===== config.mk =====
export PLATFORM = sky130hd
export DESIGN_NAME = array_edge_feeder
export DESIGN_NICKNAME = d
export VERILOG_FILES = /design/src/rtl/systolic_pkg.sv /design/src/rtl/skew_delay_line.sv /design/src/rtl/array_edge_feeder.sv
export SDC_FILE = /design/constraint.sdc
export NUM_CORES = 1
export LEC_CHECK = 0
export ABC_CLOCK_PERIOD_IN_PS = 2840
export BUFFER_PORTS_ARGS = -buffer_cell sky130_fd_sc_hd__clkbuf_2
export CORE_MARGIN = 2
export CORE_UTILIZATION = 53
export CTS_BUF_LIST = sky130_fd_sc_hd__clkbuf_8
export CTS_CLUSTER_SIZE = 30
export DETAILED_ROUTE_END_ITERATION = 10
export PLACE_DENSITY = 0.94
export SKIP_LAST_GASP = 1
export SLEW_MARGIN = 25
export SYNTH_ARGS = -nofsm -noshare
export SYNTH_HDL_FRONTEND = slang
export SYNTH_SLANG_ARGS = --single-unit

===== constraint.sdc =====
create_clock -name clk -period 2.84 [get_ports clk]
set_input_delay 0.426 -clock clk [delete_from_list [all_inputs] [get_ports clk]]
set_output_delay 0.426 -clock clk [all_outputs]
set_load 0.05 [all_outputs]

===== src/rtl/systolic_pkg.sv =====
// Shared types and default geometry for the systolic MAC array and its edge feeder.
// Latency: n/a (types only). Backpressure: n/a.
package systolic_pkg;

    localparam int DEF_ROWS           = 4;
    localparam int DEF_COLS           = 4;
    localparam int DEF_IFMAP_BITWIDTH = 16;
    localparam int DEF_W_BITWIDTH     = 8;
    localparam int DEF_CNT_BITWIDTH   = 16;

    typedef enum logic [2:0] {
        IDLE,
        LOAD_W,
        STREAM,
        DRAIN,
        DONE
    } feeder_state_t;

endpackage


===== src/rtl/skew_delay_line.sv =====
// Fixed-depth {en, data} shift chain feeding one PE row; data is zeroed when en is low.
// Latency: DEPTH cycles. Backpressure: none, shifts every cycle.
module skew_delay_line #(
    parameter int DEPTH = 1,
    parameter int WIDTH = 16
) (
    input  logic             clk,
    input  logic             rstn,
    input  logic             in_en,
    input  logic [WIDTH-1:0] in_dat,
    output logic             out_en,
    output logic [WIDTH-1:0] out_dat
);

    logic [DEPTH-1:0] en_q;
    logic [WIDTH-1:0] dat_q [DEPTH];

    always_ff @(posedge clk) begin
        if (!rstn) begin
            en_q <= '0;
            for (int i = 0; i < DEPTH; i++) begin
                dat_q[i] <= '0;
            end
        end else begin
            en_q[0]  <= in_en;
            dat_q[0] <= in_en ? in_dat : '0;
            for (int i = 1; i < DEPTH; i++) begin
                en_q[i]  <= en_q[i-1];
                dat_q[i] <= dat_q[i-1];
            end
        end
    end

    assign out_en  = en_q[DEPTH-1];
    assign out_dat = dat_q[DEPTH-1];

endmodule


===== src/rtl/array_edge_feeder.sv =====
// Sequences one tile into the PE grid edges: weight preload (FEEDER_WLOAD_EN), skewed ifmap stream, drain.
// Latency: weight beat +1 cycle, ifmap row r +1+r cycles. Backpressure: ready is a pure state decode, never depends on valid.
module array_edge_feeder
    import systolic_pkg::*;
#(
    parameter int ROWS           = DEF_ROWS,
    parameter int COLS           = DEF_COLS,
    parameter int IFMAP_BITWIDTH = DEF_IFMAP_BITWIDTH,
    parameter int W_BITWIDTH     = DEF_W_BITWIDTH,
    parameter int CNT_BITWIDTH   = DEF_CNT_BITWIDTH
) (
    input  logic                           clk,
    input  logic                           rstn,
    input  logic                           start,
    input  logic [CNT_BITWIDTH-1:0]        num_vec,
    input  logic                           w_valid,
    output logic                           w_ready,
    input  logic [COLS*W_BITWIDTH-1:0]     w_data,
    input  logic                           i_valid,
    output logic                           i_ready,
    input  logic [ROWS*IFMAP_BITWIDTH-1:0] i_data,
    output logic [COLS-1:0]                W_en,
    output logic [COLS*W_BITWIDTH-1:0]     W_in,
    output logic [ROWS-1:0]                I_en,
    output logic [ROWS*IFMAP_BITWIDTH-1:0] I_in,
    output logic                           busy,
    output logic                           done
);

    localparam int BCW = $clog2(ROWS) + 1;

    feeder_state_t           state_q, state_d;
    logic [CNT_BITWIDTH-1:0] num_lat;
    logic [CNT_BITWIDTH-1:0] vec_cnt;
    logic [BCW-1:0]          ph_cnt;
    logic                    ph_last;
    logic                    w_acc;
    logic                    i_acc;

    // ph_cnt counts weight beats in LOAD_W and idle cycles in DRAIN
    assign ph_last = (ph_cnt == BCW'(ROWS - 1));
    assign i_acc   = i_valid && i_ready;

`ifdef FEEDER_WLOAD_EN
    assign w_ready = (state_q == LOAD_W);
    assign w_acc   = w_valid && w_ready;

    always_ff @(posedge clk) begin
        if (!rstn) begin
            W_en <= '0;
            W_in <= '0;
        end else begin
            W_en <= {COLS{w_acc}};
            W_in <= w_acc ? w_data : '0;
        end
    end
`else
    logic unused_w;

    assign w_ready  = 1'b0;
    assign w_acc    = 1'b0;
    assign W_en     = '0;
    assign W_in     = '0;
    assign unused_w = ^{w_valid, w_data};
`endif

    assign i_ready = (state_q == STREAM) && (vec_cnt < num_lat);
    assign busy    = (state_q != IDLE);
    assign done    = (state_q == DONE);

    always_comb begin
        state_d = state_q;
        case (state_q)
            IDLE: begin
                if (start) begin
`ifdef FEEDER_WLOAD_EN
                    state_d = LOAD_W;
`else
                    state_d = (num_vec == '0) ? DRAIN : STREAM;
`endif
                end
            end
            LOAD_W: begin
                if (w_acc && ph_last) begin
                    state_d = (num_lat == '0) ? DRAIN : STREAM;
                end
            end
            STREAM: begin
                if (vec_cnt == num_lat) begin
                    state_d = DRAIN;
                end
            end
            DRAIN: begin
                if (ph_last) begin
                    state_d = DONE;
                end
            end
            DONE:    state_d = IDLE;
            default: state_d = IDLE;
        endcase
    end

    always_ff @(posedge clk) begin
        if (!rstn) begin
            state_q <= IDLE;
            num_lat <= '0;
            vec_cnt <= '0;
            ph_cnt  <= '0;
        end else begin
            state_q <= state_d;
            case (state_q)
                IDLE: begin
                    vec_cnt <= '0;
                    ph_cnt  <= '0;
                    if (start) begin
                        num_lat <= num_vec;
                    end
                end
                LOAD_W: begin
                    if (w_acc) begin
                        ph_cnt <= ph_last ? '0 : ph_cnt + 1'b1;
                    end
                end
                STREAM: begin
                    if (i_acc) begin
                        vec_cnt <= vec_cnt + 1'b1;
                    end
                end
                DRAIN: begin
                    ph_cnt <= ph_last ? '0 : ph_cnt + 1'b1;
                end
                default: ;
            endcase
        end
    end

    // Every row sees the same accept/bubble pattern; only the depth differs, giving the diagonal skew
    for (genvar r = 0; r < ROWS; r++) begin : g_row
        skew_delay_line #(
            .DEPTH (r + 1),
            .WIDTH (IFMAP_BITWIDTH)
        ) u_dl (
            .clk     (clk),
            .rstn    (rstn),
            .in_en   (i_acc),
            .in_dat  (i_data[r*IFMAP_BITWIDTH +: IFMAP_BITWIDTH]),
            .out_en  (I_en[r]),
            .out_dat (I_in[r*IFMAP_BITWIDTH +: IFMAP_BITWIDTH])
        );
    end

endmodule

==> results of run 1 <==
==> state kept, by name (all words and copies together), names as in the netlist <==
name and count:
g_row.u_dl.dat_q 160, g_row.u_dl.en_q 4, num_lat 16, ph_cnt 3
state_q 3, vec_cnt 16
==> logic make-up after synthesis <==
group / synth area share
flops: 0.559
compound gates: 0.0679
other cells: 0.000518
buf+inv: 0.121
simple gates: 0.221
fa+ha+maj: 0.0311
==> how the worst max path moves through the flow <==
stage	from	to	slack, ns
after floorplan	num_lat[15]	vec_cnt[1]	0.71
after global placement	num_lat[15]	g_row[3].u_dl.dat_q[0][1]	0.31
after detailed placement	state_q[1]	g_row[3].u_dl.dat_q[0][7]	0.22
after CTS	vec_cnt[13]	i_ready	0.02
after global routing	num_lat[11]	i_ready	-0.02
final	vec_cnt[9]	i_ready	0.09
==> placed cells by master, fill, tap and decap left out, drive strengths merged, types with 12 or more instances in the layout <==
cell type  count
ha            18
inv           30
nor2          12
a21oi         23
nand3         12
conb          37
a21boi        18
dfxtp        202
and2         166
clkbuf       191
nand2         56
==> what timing repair did <==
action,in CTS,in global routing
endpoints found under the setup margin,1,43
gates cloned,0,0
setup buffers,0,1
resized for setup,4,4
hold buffers,0,0
pin swaps,0,1
==> metal layers <==
metal  wire [um]  track usage  vias up
met4         347       0.0698        0
met2        6700        0.314      187
li1            -            -     2416
met1        5470        0.221     2169
met5           0            0        -
met3         934       0.0432       31
==> area by class of cell <==
cell class,count,share of cell area
flip-flops and latches,202,0.490
multi-input cells,416,0.301
repair buffers,160,0.0990
clock buffers,38,0.0633
well taps,176,0.0267
clock inverters,13,0.0106
inverters,22,0.0100
==> where the power goes <==
group / internal [mW] / total [mW] / leakage, nW / switching (mW)
clock: 1.29 / 2.32 / 0.341 / 1.03
combinational: 0.133 / 0.467 / 1.86 / 0.335
sequential: 2.89 / 2.91 / 1.63 / 0.0226
total: 4.31 / 5.70 / 3.83 / 1.39
==> metrics by stage <==
step | instances | worst slack (ns) | hold WS [ns]
2_1_floorplan | 759 | 0.714 | 0.412
3_3_place_gp | 975 | 0.306 | 0.413
3_5_place_dp | 975 | 0.223 | 0.418
4_1_cts | 1026 | 0.0192 | 0.0485
5_1_grt | 1027 | -0.0224 | 0.0415
6_report | 1027 | 0.0854 | 0.0868
==> critical path: stages (launching register included) <==
cell and delay (ns):
dfxtp_1 0.36, ha_1 0.31, nand4_1 0.19, nor4_4 0.35, o21ai_2 0.15, and3_1 0.21, clkbuf_4 0.22
==> qor.csv, run 1 <==
metric;value;unit
gr usage total;0.183;
largest cells by area after synthesis;dfxtp_1 (56%), and2_1 (14%), buf_4 (9.3%), ha_1 (3.1%), nand2_1 (2.9%);
DR pass1 iterations;4;
Mapped Avg Cell Area;10.0;sq um
Max clock buf depth;3;
fillers;1086;
setup total negative slack;0;ns
DP Wirelength;9040;um
height of the die;121;um
outcome;finished, final reports clean;
CTS tree;built;
Worst Hold End;g_row[2].u_dl.dat_q[0][2];
area leader, netlist;dfxtp_1;
max frequency;363;MHz
CP endpoint kind;output pin;
Port Buffer Count;154;
minimum clock period;2.75;ns
synthesized flop and latch total;202;
Final Max Slew Viols;0;
R2R cell count;8;
synthesized cell area;7240;sq um
Post-DRT Antenna Nets;0;
Arr. time, crit path;2.33;ns
Top-Level Pins;225;
Crit Path Class;reg2out;
Max Cap Viol;0;
Yosys top cell area share;0.559;
vias in the first global route;4631;
DR vias/cell;4.68;
cell area after layout;8260;sq um
via count;4803;
WL per Instance;13.1;um
Yosys Warn Count;0;
reg2reg start;num_lat[15];
Pwr Density;690;nW/um^2
Synth Flop Type;dfxtp_1;
Clock Sinks;202;
R2R Setup Slk;0.37;ns
htree depth;1;
Yosys cell types;34;
Die W;121;um
Initial Util;0.545;
Startpoint Class;flop;
share of layout cells above drive strength 1;0.247;
most common cell in the netlist;dfxtp_1;
worst skew pair latency;0.54;ns
worst slew pin tran;0.898;ns
register area;4050;sq um
Die ar.;14600;sq um
RD Place Congestion;0.842;
total clock buffers created by CTS;30;
number of synthesized flops with an enable pin;0;
post-synthesis sequential area ratio;0.559;
reg-to-reg endpoint;g_row[0].u_dl.dat_q[0][7];
Layout Nets;967;
n_diodes;0;
Max VDD drop;0.000385;V
Worst-path clk slew;0.07;ns
multi-input logic area;2480;sq um
final setup vio count;0;
Worst Path Max Fanout;6;
CP required;2.41;ns
clk root buf;clkbuf_8;
Async SR Flop Fraction;0;
Synth top cells by count;dfxtp_1 (202), and2_1 (166), buf_4 (90);
first-pass GRT wire length;21700;um
WL final;13500;um
clk_skew;0.0131;ns
Initial DRC Count;381;
Cell Area, Placed;7610;sq um
area growth from synthesis to layout;14.1;%
P_leak;3.83;nW
largest net degree at the start of global routing;123;
Max transition margin;0.401;
final count of hold timing violations;0;
worst hold path class;in2reg;
Hold Path Origin;i_data[34];
worst hold stages;2;
Core Area;13300;sq um
drt drc;0;
Tcrit/Tclk final;0.970;
cell count after synthesis;723;
initial antenna violation count;0;
Finished Core Util;0.621;
Pwr Total;5.70;mW
FP Rows;42;
grt total ovfl;0;
No activity file was read; power rests on OpenSTA's default activity.
==> run 2: changes to the inputs <==
Settings changed: CORE_ASPECT_RATIO set to 0.75.
==> run 2 against run 1 <==
  * Clock power barely moved
  * Fmax shrank 1.0%
  * Non-clock buffer count rose by 12
  * Core utilization is 1.6 points higher
  * Sequential share of layout area down 0.66 points
  * Total power grew 0.65%
  * Setup slack worse by 0.029 ns
  * Global-route usage shrank 0.92 points
  * Highest routed layer unchanged
==> qor.csv, run 2 (synthesized netlist as in run 1, its figures left out) <==
metric;value;unit
final count of hold timing violations;0;
Final Max Slew Viols;0;
Max Cap Viol;0;
cell area after layout;8390;sq um
n_diodes;0;
WL per Instance;12.6;um
DR pass1 iterations;5;
clk_skew;0.0220;ns
Hold Path Origin;i_data[45];
Tcrit/Tclk final;0.980;
Initial DRC Count;296;
commonest non-fill, non-tap cell in the layout;dfxtp_1;
largest net degree at the start of global routing;68;
Startpoint Class;flop;
Place WS;0.240;ns
first-pass GRT wire length;21500;um
Max VDD drop;0.000446;V
DP Cell Count;970;
R2R cell count;17;
Cell Area, Placed;7620;sq um
vias in the first global route;4626;
crit-path cells;ha_1 > nand4_1 > nor4_4 > buf_4 > buf_4 > buf_4 > buf_4 > buf_4 > buf_4 > buf_4 > buf_4 > buf_4 > buf_4 > buf_4 > buf_4 > nand4_1 > a31oi_1;
commonest cells after routing, fill and taps aside;dfxtp_1 (196), and2_1 (166), clkbuf_2 (152);
hold_buf cts;0;
Finished Core Util;0.638;
worst hold path class;in2reg;
reg2reg start;vec_cnt[10];
CP endpoint kind;flop;
Post-DRT Antenna Nets;0;
worst slew pin tran;0.577;ns
met1 WL;5790;um
Arr. time, crit path;3.25;ns
Largest Register;g_row.u_dl.dat_q;
FP Rows;36;
Worst Hold End;g_row[2].u_dl.dat_q[0][13];
area growth from synthesis to layout;15.9;%
max frequency;359;MHz
Worst-path clk slew;0.06;ns
initial antenna violation count;0;
via count;4891;
fin worst setup slack;0.0563;ns
grt total ovfl;0;
delay of the slowest cell on the worst path;0.43;ns
multi-input logic area;2510;sq um
Buf+Inv Stages, Crit Path;12;
P_leak;3.91;nW
CP required;3.31;ns
gr usage total;0.173;
Max transition margin;0.615;
DR vias/cell;4.72;
CP delay by family, top;buffers and inverters;
final hold slack;0.0834;ns
WL met3;842;um
htree depth;1;
worst skew pair latency;0.54;ns
Regs by FF count;g_row.u_dl.dat_q x160, num_lat x16, vec_cnt x16;
Crit-path slowest cell;nor4_4;
drt drc;0;
Worst Path Max Fanout;8;
fillers;1037;
Pwr Density;684;nW/um^2
clk root buf;clkbuf_8;
Worst path most repeated cell;buf_4;
minimum clock period;2.78;ns
reg-to-reg endpoint;state_q[0];
CTS tree;built;
R2R Setup Slk;0.06;ns
final setup vio count;0;
worst hold stages;2;
max reg flops;160;
Die ar.;14600;sq um
Core Area;13200;sq um
register area;4050;sq um
Crit Path Class;reg2reg;
Finished Layout Cells;1037;
Pwr Total;5.74;mW
Top-Level Pins;225;
share of layout cells above drive strength 1;0.266;
Top Metal Used;met4;
height of the die;105;um
Initial Util;0.550;
WL final;13100;um
Port Buffer Count;154;
setup total negative slack;0;ns
total clock buffers created by CTS;29;
WL met2;6160;um
Layout Nets;978;
Die W;139;um
outcome;finished, final reports clean;
Max clock buf depth;3;
DP Wirelength;8730;um
Clock Sinks;202;
RD Place Congestion;0.842;
run 2: cell count changes in the layout (fill, tap and decap cells not counted), sizes merged:
cell | previous run | this run
clkinv | 3 | 4
buf | 7 | 20
inv | 30 | 33
clkbuf | 191 | 189
run 2: timing repair:
action | CTS | global route
endpoints found under the setup margin | 1 | 2
pin swaps | 1 | 3
resized for setup | 2 | 12
setup buffers | 12 | 1
run 2: worst reg2reg max path, cell delays in order (launching register included):
cell and delay [ns]:
dfxtp_2 0.36, ha_1 0.30, nand4_1 0.18, nor4_4 0.43
buf_4 0.17, buf_4 0.10, buf_4 0.10, buf_4 0.09
buf_4 0.09, buf_4 0.09, buf_4 0.09, buf_4 0.10
buf_4 0.09, buf_4 0.09, buf_4 0.09, buf_4 0.09
nand4_1 0.09, a31oi_1 0.17
run 2: worst max-delay path by stage:
stage | startpoint | endpoint | slack (ns) | cells past startpoint
finish | vec_cnt[10] | state_q[0] | 0.06 | 17
global route | vec_cnt[10] | state_q[0] | -0.001 | 17
CTS | num_lat[15] | i_ready | 0.01 | 7
detailed placement | vec_cnt[11] | vec_cnt[8] | 0.24 | 7
global placement | vec_cnt[11] | vec_cnt[2] | 0.34 | 8
floorplan | num_lat[15] | vec_cnt[1] | 0.71 | 8
run 2: per-layer routing:
metal	GRT usage	vias to the layer above
li1	-	2439
met1	0.228	2237
met2	0.286	179
met3	0.0418	36
met4	0.0505	0
met5	0	-
run 2: report_power, final:
group / total (mW) / internal (mW) / switching [mW]
Combinational: 0.522 / 0.178 / 0.345
Clock: 2.30 / 1.27 / 1.03
Sequential: 2.92 / 2.89 / 0.0264
run 2: cell type report:
cell class                 instances  share of cell area
clock inverter                    17              0.0127
sequential                       202               0.483
timing repair buffer             172               0.109
multi-input combinational        416               0.299
tap                              171              0.0255
inverter                          22             0.00984
clock buffer                      37              0.0607
==> run 3: changes to the inputs <==
Settings changed: ABC_AREA set to 1, CORE_UTILIZATION 53 to 54.
==> run 3 against run 2 <==
  * Sequential cell count is the same
  * Clock power grew 2%
  * Hold slack lost 0.013 ns
  * Via count grew 15%
  * Non-clock buffer count shrank 8
  * Die area grew 7.9%
  * Synthesized cell count grew 30%
  * Sequential share of layout area shrank 3.5 points
  * Core utilization shrank 1.3 points
  * Critical path type is now reg2out
  * Largest power group unchanged
  * Highest routed layer unchanged
==> qor.csv, run 3 <==
metric;value;unit
Yosys top cell area share;0.507;
Crit Path Class;reg2out;
area leader, netlist;dfxtp_1;
Top-Level Pins;225;
WL per Instance;12.1;um
Tcrit/Tclk final;0.943;
drt drc;0;
CP endpoint kind;output pin;
setup total negative slack;0;ns
max reg flops;160;
synthesized cell area;7980;sq um
RD Place Congestion;0.858;
n_diodes;0;
largest cells by area after synthesis;dfxtp_1 (51%), inv_1 (9.6%), buf_4 (8.4%), nand2_1 (7.5%), nor2_4 (7.2%);
DR vias/cell;4.43;
CTS tree;built;
Max transition margin;0.465;
Die ar.;15800;sq um
share of layout cells above drive strength 1;0.254;
Arr. time, crit path;2.25;ns
Synth top cells by count;inv_1 (204), dfxtp_1 (202), nand2_1 (160);
outcome;finished, final reports clean;
final count of hold timing violations;0;
Resized Gates After CTS;0;
most common cell in the netlist;inv_1;
via count;5649;
htree depth;1;
Initial DRC Count;292;
worst skew pair latency;0.55;ns
# Post-CTS Setup Buffers;0;
Worst-path clk slew;0.06;ns
final hold slack;0.0702;ns
max frequency;373;MHz
vias in the first global route;5349;
first-pass GRT wire length;24400;um
worst slew pin tran;0.801;ns
total clock buffers created by CTS;30;
Synth Flop Type;dfxtp_1;
cell count after synthesis;938;
minimum clock period;2.68;ns
commonest non-fill, non-tap cell in the layout;inv_1;
DR pass1 iterations;7;
synthesized flop and latch total;202;
gr usage total;0.192;
Mapped Avg Cell Area;8.51;sq um
Initial Util;0.552;
Port Buffer Count;154;
Max Cap Viol;0;
Yosys cell types;35;
height of the die;109;um
Die W;144;um
initial antenna violation count;0;
FP Rows;38;
CP required;2.41;ns
Pwr Density;866;nW/um^2
delay of the slowest cell on the worst path;0.45;ns
area growth from synthesis to layout;13.1;%
grt total ovfl;0;
Max clock buf depth;3;
Startpoint Class;flop;
clk root buf;clkbuf_8;
hold_buf cts;0;
largest net degree at the start of global routing;72;
Max VDD drop;0.000560;V
Post-DRT Antenna Nets;0;
P_leak;5.03;nW
DP Cell Count;1222;
WL final;15400;um
post-synthesis sequential area ratio;0.507;
Crit-path slowest cell;dfxtp_1;
final setup vio count;0;
Finished Layout Cells;1275;
Largest Register;g_row.u_dl.dat_q;
Core Area;14500;sq um
Layout Nets;1189;
Yosys Warn Count;0;
Final Max Slew Viols;0;
crit-path cells;ha_1 > a21oi_1 > nor2_1 > nor2_1 > nand2_1 > nand2_1 > and2_4 > clkbuf_2;
Regs by FF count;g_row.u_dl.dat_q x160, num_lat x16, vec_cnt x16;
clk_skew;0.0306;ns
Worst Path Max Fanout;7;
RSZ-0062 raised after global routing;false;
commonest cells after routing, fill and taps aside;inv_1 (213), dfxtp_1 (202), nand2_1 (160);
Async SR Flop Fraction;0;
number of synthesized flops with an enable pin;0;
Clock Sinks;202;
worst hold path class;in2reg;
DP Wirelength;10900;um
==> run 3: cell count changes in the layout (fill, tap and decap cells not counted), moves of 18 or more <==
cell      previous run  this run
inv_1               31       213
and2_1             166         0
nand2_1             56       160
nor2_4               0        51
nor2_1              12        62
a21boi_0            18         0
==> run 3: final timing paths <==
check / startpoint / end / slack (ns) / cells after the start
worst max-delay path: vec_cnt[5] / i_ready / 0.16 / 8
worst min-delay path: i_data[31] / g_row[1].u_dl.dat_q[0][15] / 0.07 / 3
worst max register to register: vec_cnt[5] / g_row[1].u_dl.dat_q[0][12] / 0.46 / 10
worst min register to register: g_row[3].u_dl.dat_q[0][47] / g_row[3].u_dl.dat_q[0][63] / 0.39 / 2
==> run 3: report_power, final <==
part           total (mW)  internal (mW)  switching, mW
sequential           3.33           3.15          0.179
combinational        2.14          0.635           1.51
clock                2.35           1.29           1.06
total                7.82           5.07           2.74
==> run 3: cells by family (layout without fill, tap and decap cells) <==
group | after synthesis | after routing | synth area share
other cells | 1 | 37 | 0.000470
fa+ha+maj | 18 | 18 | 0.0282
flops | 202 | 202 | 0.507
xor+xnor | 8 | 8 | 0.00878
simple gates | 327 | 327 | 0.216
compound gates | 54 | 54 | 0.0353
buf+inv | 328 | 429 | 0.204
==> run 3: final cells by class <==
class | count | area, sq um
clock inverter | 15 | 92.6
inverter | 212 | 796
timing repair buffer | 164 | 873
sequential | 202 | 4040
clock buffer | 38 | 523
tap | 200 | 250
multi-input combinational | 444 | 2450
fill | 1167 | 5430
==> run 3: layer usage <==
metal  share of wire  vias up  GRT usage
met5               0        -          0
met4           0.034        0     0.0770
met3           0.058       43     0.0391
met2            0.49      218      0.344
met1            0.41     2536      0.228
li1                -     2852          -
==> run 3: worst max-delay path: cells and delay by family, from the launching register on <==
kind	cells	cell delay [ns]
adder cells (fa/ha/maj)	1	0.30
buffers and inverters	1	0.27
AND/OR/NAND/NOR	5	0.52
flip-flops	1	0.45
AO/OA/AOI/OAI	1	0.15
==> run 3: stage by stage <==
stage / power (mW) / util / instance area [sq um] / worst slack (ns)
3_5_place_dp: 5.49 / 0.582 / 8410 / 0.494
3_3_place_gp: 5.37 / 0.582 / 8410 / 0.578
6_report: 7.82 / 0.625 / 9030 / 0.162
4_1_cts: 7.87 / 0.625 / 9030 / 0.128
2_1_floorplan: 5.06 / - / 8110 / 0.989
5_1_grt: 8.27 / 0.625 / 9030 / 0.0231
